## src/rtl/inst_fetch_queue_if.sv

```systemverilog
// inst_fetch_queue_if: fetch-side/decode-side bundle of the instruction fetch queue
interface inst_fetch_queue_if #(
  parameter int DEPTH  = 4,
  parameter int ADDR_W = 64,
  parameter int INST_W = 32
);
  localparam int CW = $clog2(DEPTH) + 1;
  logic              flush_i;
  logic              icache_resp_valid_i;
  logic [ADDR_W-1:0] icache_resp_pc_i;
  logic [INST_W-1:0] icache_resp_inst_i;
  logic              id_valid_o;
  logic              id_ready_i;
  logic [ADDR_W-1:0] id_pc_o;
  logic [INST_W-1:0] id_inst_o;
  logic              stall_req_o;
  logic              overflow_o;
  logic [CW-1:0]     count_o;
  modport master (
    output flush_i, icache_resp_valid_i, icache_resp_pc_i, icache_resp_inst_i, id_ready_i,
    input  id_valid_o, id_pc_o, id_inst_o, stall_req_o, overflow_o, count_o
  );
  modport slave (
    input  flush_i, icache_resp_valid_i, icache_resp_pc_i, icache_resp_inst_i, id_ready_i,
    output id_valid_o, id_pc_o, id_inst_o, stall_req_o, overflow_o, count_o
  );
endinterface

```

## src/rtl/inst_fetch_queue.sv

```systemverilog
// inst_fetch_queue: show-ahead FIFO of icache responses toward decode, with stall,
// sticky overflow and wrong-path drop after a branch redirect
module inst_fetch_queue #(
  parameter int DEPTH  = 4,
  parameter int ADDR_W = 64,
  parameter int INST_W = 32
) (
  input logic clk,
  input logic rst,
  inst_fetch_queue_if.slave bus
);
  localparam int AW = $clog2(DEPTH);
  typedef enum logic {NORMAL, DROP} state_t;
  state_t r_state, w_state_nxt;
  logic [AW:0] r_wr_ptr, r_rd_ptr, w_count, w_next_count;
  logic [ADDR_W+INST_W-1:0] r_mem [DEPTH];
  logic r_stall, r_overflow;
  logic w_empty, w_full, w_pop, w_cand, w_push, w_ovf;
  always_comb begin
    w_count      = r_wr_ptr - r_rd_ptr;
    w_empty      = r_wr_ptr == r_rd_ptr;
    w_full       = (r_wr_ptr[AW] != r_rd_ptr[AW]) && (r_wr_ptr[AW-1:0] == r_rd_ptr[AW-1:0]);
    w_pop        = !w_empty && bus.id_ready_i && !bus.flush_i;
    w_cand       = bus.icache_resp_valid_i && r_state == NORMAL && !bus.flush_i;
    w_push       = w_cand && (!w_full || w_pop);
    w_ovf        = w_cand && w_full && !w_pop;
    w_next_count = bus.flush_i ? '0 : w_count + (AW+1)'(w_push) - (AW+1)'(w_pop);
    // the one response already in flight after a redirect is wrong-path
    w_state_nxt  = bus.flush_i ? DROP :
                   (r_state == DROP && bus.icache_resp_valid_i) ? NORMAL : r_state;
  end
  always_ff @(posedge clk or posedge rst) begin
    if (rst) r_state <= NORMAL;
    else     r_state <= w_state_nxt;
  end
  always_ff @(posedge clk or posedge rst) begin
    if (rst) begin
      r_wr_ptr   <= '0;
      r_rd_ptr   <= '0;
      r_stall    <= 1'b0;
      r_overflow <= 1'b0;
    end else begin
      r_wr_ptr   <= bus.flush_i ? '0 : r_wr_ptr + (AW+1)'(w_push);
      r_rd_ptr   <= bus.flush_i ? '0 : r_rd_ptr + (AW+1)'(w_pop);
      // threshold at DEPTH-1 keeps a slot free for the response in flight
      r_stall    <= (w_next_count >= (AW+1)'(DEPTH-1)) && !bus.flush_i;
      r_overflow <= r_overflow || w_ovf;
    end
  end
  always_ff @(posedge clk) begin
    if (w_push) r_mem[r_wr_ptr[AW-1:0]] <= {bus.icache_resp_pc_i, bus.icache_resp_inst_i};
  end
  always_comb begin
    bus.id_valid_o               = !w_empty;
    {bus.id_pc_o, bus.id_inst_o} = w_empty ? '0 : r_mem[r_rd_ptr[AW-1:0]];
    bus.stall_req_o              = r_stall;
    bus.overflow_o               = r_overflow;
    bus.count_o                  = w_count;
  end
endmodule

```

## src/flat_wrapper.sv

```systemverilog
// flat-port wrapper written by rule: the top's interface ports become plain ports
module inst_fetch_queue_flat 
#(
  parameter int DEPTH  = 4,
  parameter int ADDR_W = 64,
  parameter int INST_W = 32
)
  (clk, rst, bus_flush_i, bus_icache_resp_valid_i, bus_icache_resp_pc_i, bus_icache_resp_inst_i, bus_id_ready_i, bus_id_valid_o, bus_id_pc_o, bus_id_inst_o, bus_stall_req_o, bus_overflow_o, bus_count_o);
  inst_fetch_queue_if #(.DEPTH(DEPTH), .ADDR_W(ADDR_W), .INST_W(INST_W)) bus_i ();
  input logic clk;
  input logic rst;
  input wire logic [$bits(bus_i.flush_i)-1:0] bus_flush_i;
  input wire logic [$bits(bus_i.icache_resp_valid_i)-1:0] bus_icache_resp_valid_i;
  input wire logic [$bits(bus_i.icache_resp_pc_i)-1:0] bus_icache_resp_pc_i;
  input wire logic [$bits(bus_i.icache_resp_inst_i)-1:0] bus_icache_resp_inst_i;
  input wire logic [$bits(bus_i.id_ready_i)-1:0] bus_id_ready_i;
  output wire logic [$bits(bus_i.id_valid_o)-1:0] bus_id_valid_o;
  output wire logic [$bits(bus_i.id_pc_o)-1:0] bus_id_pc_o;
  output wire logic [$bits(bus_i.id_inst_o)-1:0] bus_id_inst_o;
  output wire logic [$bits(bus_i.stall_req_o)-1:0] bus_stall_req_o;
  output wire logic [$bits(bus_i.overflow_o)-1:0] bus_overflow_o;
  output wire logic [$bits(bus_i.count_o)-1:0] bus_count_o;
  assign bus_i.flush_i = bus_flush_i;
  assign bus_i.icache_resp_valid_i = bus_icache_resp_valid_i;
  assign bus_i.icache_resp_pc_i = bus_icache_resp_pc_i;
  assign bus_i.icache_resp_inst_i = bus_icache_resp_inst_i;
  assign bus_i.id_ready_i = bus_id_ready_i;
  assign bus_id_valid_o = bus_i.id_valid_o;
  assign bus_id_pc_o = bus_i.id_pc_o;
  assign bus_id_inst_o = bus_i.id_inst_o;
  assign bus_stall_req_o = bus_i.stall_req_o;
  assign bus_overflow_o = bus_i.overflow_o;
  assign bus_count_o = bus_i.count_o;
  inst_fetch_queue #(.DEPTH(DEPTH), .ADDR_W(ADDR_W), .INST_W(INST_W)) u_core (.clk(clk), .rst(rst), .bus(bus_i));
endmodule
```

## config.mk

```make
export PLATFORM = sky130hd
export DESIGN_NAME = inst_fetch_queue_flat
export DESIGN_NICKNAME = d
export VERILOG_FILES = /design/src/rtl/inst_fetch_queue_if.sv /design/src/rtl/inst_fetch_queue.sv /design/src/flat_wrapper.sv
export SDC_FILE = /design/constraint.sdc
export NUM_CORES = 1
export LEC_CHECK = 0
export ABC_AREA = 0
export BUFFER_PORTS_ARGS = -buffer_cell sky130_fd_sc_hd__buf_2
export CORE_MARGIN = 5
export CORE_UTILIZATION = 56
export CTS_CLUSTER_DIAMETER = 120
export CTS_CLUSTER_SIZE = 20
export DETAILED_ROUTE_END_ITERATION = 6
export MAX_ROUTING_LAYER = met4
export PLACE_DENSITY = 0.78
export SYNTH_ARGS = -nofsm -noshare
export SYNTH_HDL_FRONTEND = slang
export SYNTH_SLANG_ARGS = --single-unit
```

## constraint.sdc

```tcl
create_clock -name clk -period 12.5 [get_ports clk]
set_clock_uncertainty 0.15 [all_clocks]
set_input_delay 0.625 -clock clk [delete_from_list [all_inputs] [get_ports clk]]
set_output_delay 0.625 -clock clk [all_outputs]
set_load 0.03 [all_outputs]
```

# ---- Word level (Yosys, flattened, before mapping)
# Memory sizes are Yosys's and may differ from the RTL's.
# Index checks and enable logic that the tools add are counted.
dict set report op_classes {
  mux 8
  add_sub_neg 5
  n_lt_le_gt_ge 1
  eq_ne 3
  bitwise_logic 1
  n_reduce_logical 17
}
# op n
set op_table {}
lappend op_table {{96-bit two-way mux} 1}
lappend op_table {{1-bit logical AND} 10}
lappend op_table {{3-bit by 1-bit adder with 3-bit output} 3}
lappend op_table {{3-bit two-way mux} 3}
lappend op_table {{1-bit logical NOT} 4}
lappend op_table {{1-bit two-way mux} 4}
lappend op_table {{3-bit == test} 1}
lappend op_table {{3-bit by 2-bit >= comparator with 1-bit output (second input constant)} 1}
lappend op_table {{3-bit by 1-bit subtractor with 3-bit output} 1}
lappend op_table {{3-bit subtractor} 1}
lappend op_table {{2-bit == test} 1}
lappend op_table {{1-bit logical OR} 2}
lappend op_table {{2-bit nonzero test} 1}
lappend op_table {{1-bit inequality test} 1}
lappend op_table {{1-bit NOT} 1}
dict set report totals {
  inputBits 101
  mem_count 1
  reg_bits 9
  ram_bits 384
}
# memory words word_bits read_ports rd_ports_with_merged_regs wr line
set memory_table {}
lappend memory_table {u_core.r_mem 4 96 1 0 1 inst_fetch_queue.sv:16} ;# logic [ADDR_W+INST_W-1:0] r_mem [DEPTH];

# ---- Depth between registers and ports, before layout
# Gate-level depths: netlist (run 1).
dict set report depth {
  word_depth 11
  ltp_mapped 14
  mapped_depth_nobuf 11
}

# ---- Worst setup path before layout (run 1)
# No wires, ideal clock.
dict set report synth_timing {
  path_type {flip-flop to flip-flop}
  from {register u_core.r_rd_ptr[1]}
  to {memory u_core.r_mem[2][0] (netlist bit) (enable)}
  setup_slack_ps 3141
  path_stages_with_launch 9
  required_time_ps 11662
  setup_time_ps 688
  arrival_time_ps 8521
  cell_sequence {dfrtp_1 -> buf_2 -> buf_2 -> buf_2 -> inv_1 -> ha_1 -> nand2_1 -> o31ai_1 -> nor3b_1}
}
dict set report synth_between {
  elab_chain_cells 8
  word_cells_on_any_way 11
  classes_between {eq/ne (2); mux (2); reduce/logical (7)}
}
# item line
set synth_lines {}
lappend synth_lines {{start, declared} inst_fetch_queue.sv:15} ;# logic [AW:0] r_wr_ptr, r_rd_ptr, w_count, w_next_count;
lappend synth_lines {{start signal, assigned} inst_fetch_queue.sv:44} ;# r_rd_ptr <= bus.flush_i ? '0 : r_rd_ptr + (AW+1)'(w_pop);
lappend synth_lines {{3-bit == test} inst_fetch_queue.sv:21} ;# w_empty = r_wr_ptr == r_rd_ptr;
lappend synth_lines {{1-bit logical NOT} inst_fetch_queue.sv:23} ;# w_pop = !w_empty && bus.id_ready_i && !bus.flush_i;
lappend synth_lines {{1-bit logical AND (2 in a row)} inst_fetch_queue.sv:23}
lappend synth_lines {{1-bit logical OR *} inst_fetch_queue.sv:25} ;# w_push = w_cand && (!w_full || w_pop);
lappend synth_lines {{1-bit logical AND *} inst_fetch_queue.sv:25}
lappend synth_lines {{1-bit two-way mux *} inst_fetch_queue.sv:51} ;# if (w_push) r_mem[r_wr_ptr[AW-1:0]] <= {bus.icache_resp_pc_i, bus.icache_resp_inst_i};
lappend synth_lines {{1-bit two-way mux (not written as such) *} inst_fetch_queue.sv:51}
lappend synth_lines {{end, declared} inst_fetch_queue.sv:16}
# Mark *: on every way between the ends. The rest lies on a longest branch, timed or not.

# ---- Final worst setup path (run 1)
dict set report layout_timing {
  from {register u_core.r_rd_ptr[0]}
  to {output bus_id_inst_o[3]}
}
dict set report layout_between {
  elab_chain_cells 2
  word_cells_on_any_way 3
  classes_between {eq/ne (1); mux (1); memory (1)}
}
# item line
set layout_lines {}
lappend layout_lines {{memory 4 x 96 bit or 3-bit == test (tied branches)} n/a}
lappend layout_lines {{96-bit two-way mux *} inst_fetch_queue.sv:55} ;# {bus.id_pc_o, bus.id_inst_o} = w_empty ? '0 : r_mem[r_rd_ptr[AW-1:0]];
lappend layout_lines {{end, declared} flat_wrapper.sv:19} ;# output wire logic [$bits(bus_i.id_inst_o)-1:0] bus_id_inst_o;
# Marked as above.

==> impl_metrics.csv, run 1 <==
group,metric,value,unit
floorplan,dieArea,30300,um2
clock_tree,cts_buffers,23,
synthesis,ys_types,27,
global_routing,grt_pass1_wl,42900,um
critical_path,setup.worst_path.end_class,"output pin",
final_layout,instances_no_fill,1228,
timing,hold_viol,0,
timing,fin_hold_ws,0.157,ns
route,detail_route.wl_per_cell,22.0,um
clock_tree,clkSlewWorstSetupHoldPaths,0.08,ns
timing,setup_tns,0,ns
critical_path,path_class,"flip-flop to output pin",
critical_path,worstPathRequired,11.73,ns
timing,period_needed,4.29,ns
power,power,2310,uW
floorplan,die_y,174,um
final_layout,syn2layout_area_growth,13.2,%
synthesis,synth_fp_nets,778,
clock_tree,root_buffer,"clkbuf_16",
global_routing,grt.total_usage,0.186,
final_layout,multi_input_area,3130,um2
final_layout,fillCellCount,1826,
placement,finalWeightedCongestion,0.785,
synthesis,synth.avg_cell_area,22.6,um2
critical_path,critical_path_peak_fanout,51,
synthesis,synth_top_area_frac,0.764,
placement,dp.cells,1188,
synthesis,ys_warn_count,0,
global_routing,use_met3,0.0546,
clock_tree,clockBufferDepth,3,
route,drt_iter0_markers,417,
flow_run,drv_cap,0,
timing,period_share,0.344,
power,p_leak,0.00586,uW
global_routing,grt_use_met2,0.299,
route,wl,27000,um
synthesis,synth_area,15100,um2
clock_tree,cts-htree-levels,1,
floorplan,io_pins,203,
floorplan,fp-row-count,60,
placement,io_buffer_count,202,
critical_path,arrival,3.52,ns
synthesis,yosysTopAreaCell,"edfxtp_1",
global_routing,use_met1,0.244,
route,vias,6914,
clock_tree,tritoncts,"yes",
route,antenna_left,0,
global_routing,grt_pass1_vias,7554,
timing,worst_pin_slew,1.04,ns
global_routing,grt_overflow,0,
power,p_per_area,135,nW/um2
timing,fmax,233,MHz
synthesis,synth-seq-cells,393,
route,drc,0,
timing,finalSetupViolCount,0,
status,status,"finished clean",
clock_tree,post_cts_buffers,0,
floorplan,start_util,0.565,
final_layout,final_nets,983,
hold_path,hold_path.class,"input port to flip-flop",
global_routing,antenna_found_initial,7,
floorplan,core_area,26700,um2
timing,rsz0062_at_grt,"false",
floorplan,dieWidth,174,um
synthesis,ys_seq_area_frac,0.779,
clock_tree,clk_latency,0.52,ns
global_routing,grt.busiest_layer,"met2",
power,ir_drop,0.134,mV
final_layout,seqCellArea,11800,um2
critical_path,cp-start-kind,"flip-flop",
synthesis,postSynthCellCount,668,
timing,relSlewSlack,0.299,
route,first_pass_iters,5,
final_layout,drive_gt1_frac,0.389,
timing,drv_slew,0,
clock_tree,clkSinkCount,393,
synthesis,synth_area_leaders,"edfxtp_1, mux4_2, and2_1",
global_routing,grt_max_degree,99,
placement,hpwl,16300,um
route,avgViaCountPerCell,5.63,
per-stage QoR:
step	setup slack, ns	utilization	instance area (um2)
detailed placement	8.60	0.615	16400
global route	7.81	0.639	17100
floorplan	3.14	-	15100
global placement	8.59	0.615	16400
finish	8.21	0.639	17100
CTS	8.01	0.639	17100
cells by family (layout without fill, tap and decap cells):
group           after synthesis  after routing  synth area share
flops                       393            393             0.779
other cells                   0              7                 0
compound gates                5              5           0.00215
buf+inv                      42            254            0.0153
simple gates                117            117            0.0476
mux                          96             96             0.143
xor+xnor                      6              6           0.00439
fa+ha+maj                     9              9           0.00846
cell usage after synthesis, drive strengths merged:
master / n
inv: 9
clkbuf: 14
xnor3: 1
nand2: 3
buf: 19
nor3: 3
edfxtp: 384
nand2b: 1
xor2: 1
nor2: 4
o31ai: 1
nor3b: 2
and2: 97
or2: 1
dfrtp: 9
fa: 2
mux4: 96
a21oi: 1
nor2b: 5
ha: 7
o21ai: 1
xnor2: 4
and3: 1
a21o: 2
sequential cells by signal (all words and copies together), names as in the netlist:
register and flops:
u_core.r_mem 384, u_core.r_state 1, u_core.bus.overflow_o 1, u_core.bus.stall_req_o 1, u_core.r_rd_ptr 3, u_core.r_wr_ptr 3
per-layer routing:
layer,vias to the layer above,share of wire
met5,-,0
met1,3569,0.41
met3,34,0.085
li1,3101,-
met2,210,0.49
met4,0,0.015
path summary, 6_finish.rpt:
path	start	end	slack, ns	cells after the start
worst min register to register	u_core.bus.overflow_o	u_core.bus.overflow_o	0.32	1
max in group asynchronous	rst	u_core.r_rd_ptr[0]	11.44	3
worst min-delay path	bus_icache_resp_pc_i[38]	u_core.r_mem[0][70]	0.16	1
worst max-delay path	u_core.r_rd_ptr[0]	bus_id_inst_o[3]	8.21	4
min in group asynchronous	rst	u_core.bus.stall_req_o	0.46	3
worst max register to register	u_core.r_rd_ptr[0]	u_core.bus.stall_req_o	8.66	9
worst max-delay path, stage by stage, from the launching register on:
cell and delay (ns):
dfrtp_4 1.11, buf_4 0.89, mux4_2 0.59, and2_1 0.20
buf_2 0.19
layout make-up:
type,count,area share
well taps,341,0.0250
multi-input cells,233,0.183
repair buffers,213,0.0641
diodes,7,0.00103
clock buffers,30,0.0352
clock inverters,2,0.00103
flip-flops and latches,393,0.688
inverters,9,0.00212
cells in the final DEF, fill, tap and decap left out, drive strengths merged, types with 3 or more instances in the layout:
cell type	netlist	routed
and2	97	97
buf	19	212
clkbuf	14	30
dfrtp	9	9
diode	0	7
edfxtp	384	384
ha	7	7
inv	9	11
mux4	96	96
nand2	3	3
nor2	4	4
nor2b	5	5
nor3	3	3
xnor2	4	4
where the power goes:
group          total, uW  switching, uW  internal [uW]
registers           1460           5.75           1460
clock network        719            380            339
logic                134           84.1           49.5
total               2310            470           1840
repair_timing:
action	4_1_cts	5_1_grt
hold buffers	1	0
hold endpoints to repair	9	0
resized for setup	0	0
endpoints found under the setup margin	0	0
(Power assumes the default switching activity.)
==> run 2, diff against run 1 <==
- CORE_UTILIZATION: 56 -> 52
- PLACE_DENSITY: 0.78 -> 0.76
- clock period: 12.5 -> 3.86 ns (I/O delays scaled with it)
==> run 2 against run 1 <==
  * Combinational power increased to 4.0 times the previous value
  * Largest cell class unchanged
  * Sequential power increased to 3.2 times the previous value
  * Final area increased by 7.0%
  * Critical path depth increased by 3
  * Cell count increased by 11%
  * Power increased to 3.3 times the previous value
  * Flip-flop and latch count unchanged
  * Critical endpoint is now bus_id_inst_o[0]
==> impl_metrics.csv, run 2 (synthesis gave the netlist of run 1 again) <==
group,metric,value,unit
status,status,"finished clean",
global_routing,grt_pass1_vias,7984,
global_routing,grt_overflow,0,
placement,finalWeightedCongestion,0.728,
final_layout,final_nets,1086,
final_layout,instances_no_fill,1369,
clock_tree,root_buffer,"clkbuf_16",
route,first_pass_iters,5,
route,drc,0,
final_layout,mostFrequentLayoutCells,"edfxtp_1, buf_2, dlygate4sd3_1, and2_1, mux4_2",
critical_path,rr_worst_depth,10,
route,vias,7366,
power,p_leak,0.00632,uW
placement,dp.cells,1235,
timing,fin_hold_ws,0.0174,ns
critical_path,critPathCapture,"bus_id_inst_o[0]",
final_layout,drive_gt1_frac,0.355,
clock_tree,post_cts_buffers,0,
placement,pre_cts_ws,1.02,ns
route,wl,29000,um
timing,finalSetupViolCount,0,
clock_tree,cts_buffers,23,
critical_path,startpoint,"u_core.r_wr_ptr[0]",
floorplan,start_util,0.526,
global_routing,grt_pass1_wl,46000,um
clock_tree,clk_latency,0.52,ns
floorplan,io_pins,203,
global_routing,grt.total_usage,0.184,
timing,timing.final.ws_setup,0.669,ns
critical_path,r2r_start,"u_core.r_wr_ptr[0]",
global_routing,antenna_found_initial,1,
route,avgViaCountPerCell,5.38,
clock_tree,tritoncts,"yes",
critical_path,r2r-end,"u_core.bus.stall_req_o",
final_layout,largest_reg_flops,384,
final_layout,final_common_cell,"edfxtp_1",
route,drt_iter0_markers,520,
clock_tree,cts-htree-levels,1,
critical_path,reg2reg_slack,0.96,ns
route,antenna_left,0,
timing,fmax,313,MHz
timing,worst_pin_slew,0.809,ns
global_routing,grt_max_degree,98,
power,ir_drop,0.355,mV
placement,io_buffer_count,202,
critical_path,arrival,2.85,ns
power,p_per_area,416,nW/um2
critical_path,critical_path_peak_fanout,55,
clock_tree,clkSinkCount,393,
timing,drv_slew,0,
hold_path,hold_path.class,"input port to async pin",
clock_tree,clockBufferDepth,3,
timing,period_needed,3.19,ns
flow_run,drv_cap,0,
floorplan,die_y,180,um
clock_tree,clkSlewWorstSetupHoldPaths,0.09,ns
final_layout,syn2layout_area_growth,21.2,%
critical_path,path_class,"flip-flop to output pin",
critical_path,worstPathRequired,3.52,ns
timing,relSlewSlack,0.461,
timing,hold_viol,0,
timing,period_share,0.827,
floorplan,fp-row-count,62,
route,detail_route.wl_per_cell,21.2,um
floorplan,dieArea,32500,um2
placement,hpwl,17000,um
floorplan,dieWidth,180,um
floorplan,core_area,28700,um2
critical_path,setup.worst_path.end_class,"output pin",
critical_path,cp-start-kind,"flip-flop",
timing,rsz0062_at_grt,"false",
[run 2: changes by cell type in the layout (fill, tap and decap cells not counted), moves of 2 or more]
cell           delta
dlygate4sd3_1    +99
buf_12            +7
diode_2           -6
buf_4             -3
clkbuf_1          +2
nor3_2            -2
nor3_4            +2
[run 2: layout make-up]
cell class	count	area, um2
Multi-Input combinational cell	233	3180
Timing Repair Buffer	316	2200
Sequential cell	393	11800
Clock buffer	32	609
Tap cell	384	480
Fill cell	1964	10400
Antenna cell	1	2.50
Clock inverter	1	8.76
Inverter	9	41.3
[run 2: worst min path at each step]
stage / start / slack, ns / to / depth (start not counted)
2_1_floorplan: rst / -0.13 / u_core.bus.overflow_o / 1
3_3_place_gp: rst / 0.04 / u_core.bus.stall_req_o / 2
3_5_place_dp: rst / 0.04 / u_core.bus.overflow_o / 2
4_1_cts: rst / 0.01 / u_core.bus.stall_req_o / 3
5_1_grt: rst / 0.04 / u_core.r_state / 3
6_report: rst / 0.02 / u_core.r_wr_ptr[2] / 3
[run 2: worst max-delay path: stages (launching register included)]
cell and delay (ns):
dfrtp_1 0.51, inv_1 0.15, ha_1 0.38, and3_4 0.22, inv_4 0.34, buf_12 0.27
and2_1 0.20, buf_2 0.21
[run 2: repair_timing]
action	in CTS	in global routing
hold endpoints to repair	402	0
hold buffers	100	0
endpoints found under the setup margin	0	0
gates resized for setup	0	0
[run 2: routing by layer]
layer  share of wire  track usage  routed length, um
met1            0.41        0.243              11800
met2            0.51        0.308              14800
met3           0.065       0.0384               1890
met4           0.015       0.0327                429
met5               0            -                  0
[run 2: stage by stage]
stage	utilization	power, uW	cell area [um2]	TNS, ns
floorplan	-	5100	15200	-85.48
global placement	0.581	5270	16700	0
detailed placement	0.581	5280	16700	0
CTS	0.637	7680	18300	0
global route	0.637	7900	18300	0
finish	0.637	7600	18300	0
[run 2: power breakdown]
group	total (uW)	internal, uW	switching (uW)
logic	538	233	306
clock network	2340	1100	1240
registers	4720	4710	9.85
